**src/rtl/byte_unstriping_cond.sv**
```systemverilog
`default_nettype none
// ============================================================================
//  Module   : byte_unstriping_cond
//  Purpose  : Two-lane byte unstriper. Each lane has its own FIFO to absorb
//             inter-lane skew. Bytes are read strictly in the order lane 0,
//             lane 1, lane 0, ... and sent out as one registered byte stream.
//  Options  : UNSTRIPE_SKEW_CHK_EN - enables the sticky skew_err checker.
//             When it is undefined, skew_err is tied to 0.
//  Revision : 1.0 - initial release
// ============================================================================
module byte_unstriping_cond #(
    parameter int DATA_WIDTH = 8,
    parameter int DEPTH      = 4
) (
    input  logic                  clk_2f,
    input  logic                  reset,
    input  logic [DATA_WIDTH-1:0] lane_0,
    input  logic                  valid_0,
    input  logic [DATA_WIDTH-1:0] lane_1,
    input  logic                  valid_1,
    output logic [DATA_WIDTH-1:0] data_out,
    output logic                  valid_out,
    output logic                  overflow,
    output logic                  idle,
    output logic                  skew_err
);

    localparam int                 c_PTR_W = $clog2(DEPTH);
    localparam int                 c_CNT_W = c_PTR_W + 1;
    localparam logic [c_CNT_W-1:0] c_FULL  = c_CNT_W'(DEPTH);

    // Per-lane FIFO state, indexed by lane number
    logic [DATA_WIDTH-1:0] r_mem [2][DEPTH];
    logic [c_PTR_W-1:0]    r_wr_ptr [2];
    logic [c_PTR_W-1:0]    r_rd_ptr [2];
    logic [c_CNT_W-1:0]    r_count [2];

    logic                  r_sel;
    logic [DATA_WIDTH-1:0] r_data_out;
    logic                  r_valid_out;
    logic                  r_overflow;

    logic [DATA_WIDTH-1:0] w_lane_data [2];
    logic [1:0]            w_lane_valid;
    logic [1:0]            w_pop;
    logic [1:0]            w_push;
    logic [1:0]            w_drop;
    logic [DATA_WIDTH-1:0] w_head;

    assign w_lane_data[0] = lane_0;
    assign w_lane_data[1] = lane_1;
    assign w_lane_valid   = {valid_1, valid_0};

    // Pop only the selected lane; a full FIFO still accepts when popped the same edge
    always_comb begin
        w_pop  = 2'b00;
        w_push = 2'b00;
        w_drop = 2'b00;
        for (int l = 0; l < 2; l++) begin
            w_pop[l]  = (r_sel == 1'(l)) && (r_count[l] != '0);
            w_push[l] = w_lane_valid[l] && ((r_count[l] != c_FULL) || w_pop[l]);
            w_drop[l] = w_lane_valid[l] && !w_push[l];
        end
    end

    assign w_head = r_mem[r_sel][r_rd_ptr[r_sel]];

    // FIFO storage write; contents are don't-care until counted valid
    always_ff @(posedge clk_2f) begin
        for (int l = 0; l < 2; l++) begin
            if (w_push[l]) begin
                r_mem[l][r_wr_ptr[l]] <= w_lane_data[l];
            end
        end
    end

    // FIFO pointers and occupancy; pointers wrap naturally at DEPTH
    always_ff @(posedge clk_2f) begin
        for (int l = 0; l < 2; l++) begin
            if (!reset) begin
                r_wr_ptr[l] <= '0;
                r_rd_ptr[l] <= '0;
                r_count[l]  <= '0;
            end else begin
                if (w_push[l]) begin
                    r_wr_ptr[l] <= r_wr_ptr[l] + c_PTR_W'(1);
                end
                if (w_pop[l]) begin
                    r_rd_ptr[l] <= r_rd_ptr[l] + c_PTR_W'(1);
                end
                if (w_push[l] && !w_pop[l]) begin
                    r_count[l] <= r_count[l] + c_CNT_W'(1);
                end else if (!w_push[l] && w_pop[l]) begin
                    r_count[l] <= r_count[l] - c_CNT_W'(1);
                end
            end
        end
    end

    // Output register, lane selector and sticky overflow flag
    always_ff @(posedge clk_2f) begin
        if (!reset) begin
            r_data_out  <= '0;
            r_valid_out <= 1'b0;
            r_sel       <= 1'b0;
            r_overflow  <= 1'b0;
        end else begin
            if (w_pop != 2'b00) begin
                r_data_out  <= w_head;
                r_valid_out <= 1'b1;
                r_sel       <= ~r_sel;
            end else begin
                r_valid_out <= 1'b0;
            end
            if (w_drop != 2'b00) begin
                r_overflow <= 1'b1;
            end
        end
    end

`ifdef UNSTRIPE_SKEW_CHK_EN
    localparam logic [c_CNT_W-1:0] c_SKEW_LIM = c_CNT_W'(DEPTH - 1);

    logic r_skew_err;
    logic w_skew_hit;

    assign w_skew_hit = (r_count[r_sel] == '0) && (r_count[~r_sel] >= c_SKEW_LIM);

    // Sticky flag: the selected lane is starved while the other is nearly full
    always_ff @(posedge clk_2f) begin
        if (!reset) begin
            r_skew_err <= 1'b0;
        end else if (w_skew_hit) begin
            r_skew_err <= 1'b1;
        end
    end

    assign skew_err = r_skew_err;
`else
    assign skew_err = 1'b0;
`endif

    assign data_out  = r_data_out;
    assign valid_out = r_valid_out;
    assign overflow  = r_overflow;
    assign idle      = (r_count[0] == '0) && (r_count[1] == '0);

endmodule
`default_nettype wire
```
**config.mk**
```make
export PLATFORM = sky130hd
export DESIGN_NAME = byte_unstriping_cond
export DESIGN_NICKNAME = d
export VERILOG_FILES = /design/src/rtl/byte_unstriping_cond.sv
export SDC_FILE = /design/constraint.sdc
export NUM_CORES = 1
export LEC_CHECK = 0
export CAP_MARGIN = 20
export CORE_MARGIN = 5
export CORE_UTILIZATION = 50
export CTS_BUF_LIST = sky130_fd_sc_hd__clkbuf_16
export DETAILED_ROUTE_END_ITERATION = 16
export MAX_ROUTING_LAYER = met4
export PLACE_DENSITY = 0.82
export SYNTH_ARGS = -nofsm -noshare
export SYNTH_HDL_FRONTEND = slang
export SYNTH_SLANG_ARGS = --single-unit
```
**constraint.sdc**
```tcl
create_clock -name clk_2f -period 3.6 [get_ports clk_2f]
set_clock_uncertainty 0.2 [all_clocks]
set_input_delay 1.08 -clock clk_2f [delete_from_list [all_inputs] [get_ports clk_2f]]
set_output_delay 1.08 -clock clk_2f [all_outputs]
set_load 0.03 [all_outputs]
```
Yosys cells after proc, flatten, opt, wreduce, memory -nomap -nowiden --
Memory sizes are Yosys's and may differ from the RTL's. A register that Yosys moved wholly into a read port is not among the register bits. Index checks and enable logic that the tools add are counted.
Operators by class: add/subtract/negate cells 8, order comparisons 5, equality and inequality tests 2, muxes and demuxes 49, bitwise logic cells 12, reduce and logical (&&, ||, !) cells 25
Operators by type and width (count):
- 32-bit 2-to-1 mux | 2
- 8-bit demux with 2-bit select | 2
- 1-bit 2-to-1 mux | 32
- 8-bit 2-to-1 mux | 4
- 8-bit binary-select mux with 2-bit select | 1
- 1-bit logical AND | 13
- 3-bit 2-to-1 mux | 4
- 3-bit >= comparator (second input constant) | 3
- 2-bit inverter with 3-bit output | 3
- 2-bit by 1-bit adder with 2-bit output (second input constant) | 4
- 2-bit 2-to-1 mux | 4
- 1-bit bitwise OR | 8
- 3-bit by 1-bit adder with 3-bit output (second input constant) | 2
- 3-bit logical NOT | 2
- 3-bit by 1-bit less-than comparator with 1-bit output (second input constant) | 2
- 3-bit inequality test (second input constant) | 2
- 3-bit nonzero test | 2
- 3-bit by 1-bit subtractor with 3-bit output (second input constant) | 2
- 1-bit logical NOT | 4
- 2-bit nonzero test | 2
- 1-bit logical OR | 2
- 1-bit inverter | 1
Storage, ports and cells: register bits after elaboration 11, bits in writable memories 78, bits of input ports 20, output and inout bits 12, logic and storage cells 109, memories kept 4
Memories:
- r_mem | depth 2, width 32, rd ports 1, clocked after memory_dff 1, write ports 2, line 33 | logic [DATA_WIDTH-1:0] r_mem [2][DEPTH];
- r_count | depth 2, width 3, rd ports 2, clocked after memory_dff 0, write ports 2, line 36 | logic [c_CNT_W-1:0] r_count [2];
- r_rd_ptr | depth 2, width 2, rd ports 3, clocked after memory_dff 1, write ports 2, line 35 | logic [c_PTR_W-1:0] r_rd_ptr [2];
- r_wr_ptr | depth 2, width 2, rd ports 2, clocked after memory_dff 0, write ports 2, line 34 | logic [c_PTR_W-1:0] r_wr_ptr [2];

Logic depth before layout (Yosys ltp) --
An unclocked memory read counts as a cell.
word-level depth 12, depth in mapped cells 8, depth with buffers taken out 8

Worst setup path after synthesis --
OpenSTA, ideal clock, no wires.
kind in2reg, start input reset, end memory r_count[1][2] (netlist bit) (data pin), library setup time 146 ps, data arrival time 2555 ps, data required time 3254 ps, path slack 699 ps, stages on the path 6, buffers on the path 0, path through nand3_1 -> or2_1 -> fa_1 -> mux2_2 -> or3_1 -> a21oi_1
RTL lines:
- from (decl) | line 16 | input logic reset,
- to (decl) | line 36

==> out/qor.yml <==
fill_cells: 578
io_pins: 32
netlist_area_um2: 3860
worstMarginPinSlew_ns: 0.695
max_clock_freq_mhz: 296
finalHoldViolCount: 0
final.min_clock_period_ns: 3.38
vdd_drop_max_mv: 0.306
synth_seq_area_share: 0.669
die_x_um: 97.9
area_growth_pct: 17.8
numPortBuffers: 30
fin_total_pwr_mw: 3.23
postCtsHoldBufs: 0
ant_nets: 0
p_comb_frac: 0.257
hold_end: "data_out[1]"
max-cap-violations: 0
ys.flop_type: "edfxtp_1"
synth-simple-area-share: 0.0823
setup_tns_ns: 0
post_cts_buffers: 0
postCtsResizedCells: 0
grtUsageMet1: 0.188
syn_inst: 247
met3_usage: 0.0414
antenna_found_initial: 0
fp.coreArea_um2: 7610
p_leak_nw: 1.63
place.gp.congestion: 0.781
hold_path_depth: 1
synth-async-reset-ratio: 0
place_worst_setup_slack_ns: 0.0852
ys_warn_count: 0
startpoint_type: "flop"
synth_adder_area_share: 0.0408
synthMuxAreaShare: 0.110
worstPathMaxFanout: 6
dpl.hpwl_um: 4510
fp.dieH_um: 97.9
sequentialPowerShare: 0.462
reg2regPathDepth: 7
htree_levels: 3
gr-usage-all-layers: 0.158
min_from: "data_out[1]"
mostFrequentLayoutCell: "edfxtp_1"
vias: 2112
setup_viol: 0
routed_wl_um: 6880
post-route-worst-setup-slack_ns: 0.223
cts_inserted_buffers: 9
drtIter0Drc: 77
p_sw_frac: 0.315
layout_common_cells: "edfxtp_1, clkdlybuf4s50_1, nor2_1, dfxtp_1"
cts.clk_slew.worst_paths_ns: 0.07
final_nets: 312
critPathCaptureType: "primary output"
viasPerCell: 5.46
r2r-start: "r_count[1][0]"
top_usage_layer: "met2"
synth_edf_count: 78
instances_no_fill: 387
status: "finished, final reports clean"
hold_class: "flop to flop"
rsz0062_at_grt: "no"
layout-drive-gt1-share: 0.126
yosys.area.top_type: "edfxtp_1"
overflow: 0
synth_nets: 279
finalCritPeriodShare: 0.938
p_clk_frac: 0.281
tritoncts: "done"
gr-usage-met2: 0.257
switching_power_mw: 1.02
dr.pass1.iters: 4
start_util: 0.507
grt_pass1_vias: 2186
crit_type: "flop to primary output"
synth-compound-area-share: 0.0642
wl_per_cell_um: 17.8
stdcell_area_um2: 4550
placed_cells: 371
drc: 0
power_density_nw_per_um2: 711
insertion_delay_ns: 0.33
ys_types: 41
required_ns: 2.32
grt_pass1_wl_um: 11200
cts_sinks: 90
yosysTopAreaCellShare: 0.607
dpl_cell_area_um2: 4250
cts-root-buf: "clkbuf_16"
synthTopCellsByArea: "edfxtp_1, dfxtp_1, mux4_2, ha_1, mux2_4"
dieArea_um2: 9580
avgSynthCellArea_um2: 15.6
synth_top_family_by_area: "multiplexers"
r2r-end: "r_count[1][2]"
cp_data_arrival_time_ns: 2.10
rows: 32
final_max_slew_viol_count: 0
synth_seq_cells: 90
grt_max_degree: 19
slew_headroom: 0.536
cts_buffer_depth: 2
synthXorXnorAreaFrac: 0.00908
r2r_slack_ns: 0.94
internal-power_mw: 2.21
antenna_cells: 0
[metal layers]
metal	routed length [um]	up-vias	share of wire
li1	-	1004	-
met1	2960	1047	0.43
met2	3480	50	0.51
met3	289	11	0.042
met4	151	0	0.022
met5	0	-	0
[area by class of cell]
cell class,count,area (um^2),area share
clock inverters,7,67.6,0.0149
flip-flops and latches,90,2580,0.568
inverters,11,41.3,0.00908
repair buffers,32,315,0.0694
well taps,102,128,0.0281
clock buffers,9,225,0.0495
multi-input cells,136,1190,0.261
[logic make-up after synthesis]
kind of cell    Yosys count
compound gates           32
fa+ha+maj                12
buf+inv                  21
xor+xnor                  4
simple gates             60
mux                      27
other cells               1
flops                    90
[worst max-delay path: stages, from the launching register on]
cell and delay [ns]:
edfxtp_1 0.47, or3_1 0.48, nor2_1 0.14, clkdlybuf4s50_1 0.68
[power groups by stage]
stage | sequential [mW] | combinational, mW | clock, mW
after global routing | 1.52 | 0.908 | 0.971
after detailed placement | 1.51 | 0.830 | 0
final | 1.49 | 0.831 | 0.909
after global placement | 1.50 | 0.804 | 0
after floorplan | 1.45 | 0.629 | 0
after CTS | 1.49 | 0.841 | 0.921
[through the flow]
stage	util	hold slack, ns
2_1_floorplan	-	0.356
3_3_place_gp	0.559	0.246
3_5_place_dp	0.559	0.259
4_1_cts	0.598	0.275
5_1_grt	0.598	0.295
6_report	0.598	0.272
[cell usage after synthesis (all sizes together), types with 2 or more instances]
cell	number
inv	11
buf	4
mux4	8
nand2	7
xnor2	4
a211o	8
o21ai	5
clkbuf	5
nor2	19
and2	8
and3	4
or3	2
dfxtp	12
mux2	9
a32o	8
edfxtp	78
mux2i	10
ha	11
a21oi	5
nor2b	2
nand3	2
or2b	6
nand2b	5
[worst max-delay path by stage]
stage / cells past startpoint / startpoint / end
2_1_floorplan: 6 / reset / r_count[1][2]
3_3_place_gp: 7 / reset / r_count[1][2]
3_5_place_dp: 7 / reset / r_count[1][2]
4_1_cts: 3 / r_count[1][0] / idle
5_1_grt: 3 / r_count[1][1] / idle
6_report: 3 / r_count[1][1] / idle
[flip-flops by register name, indices dropped and copies added (netlist names), named ones only]
register,count
r_count,6
r_wr_ptr,4
r_mem,64
r_rd_ptr,4
data_out,8
overflow,1
valid_out,1
r_sel,1
(Power assumes the default switching activity.)
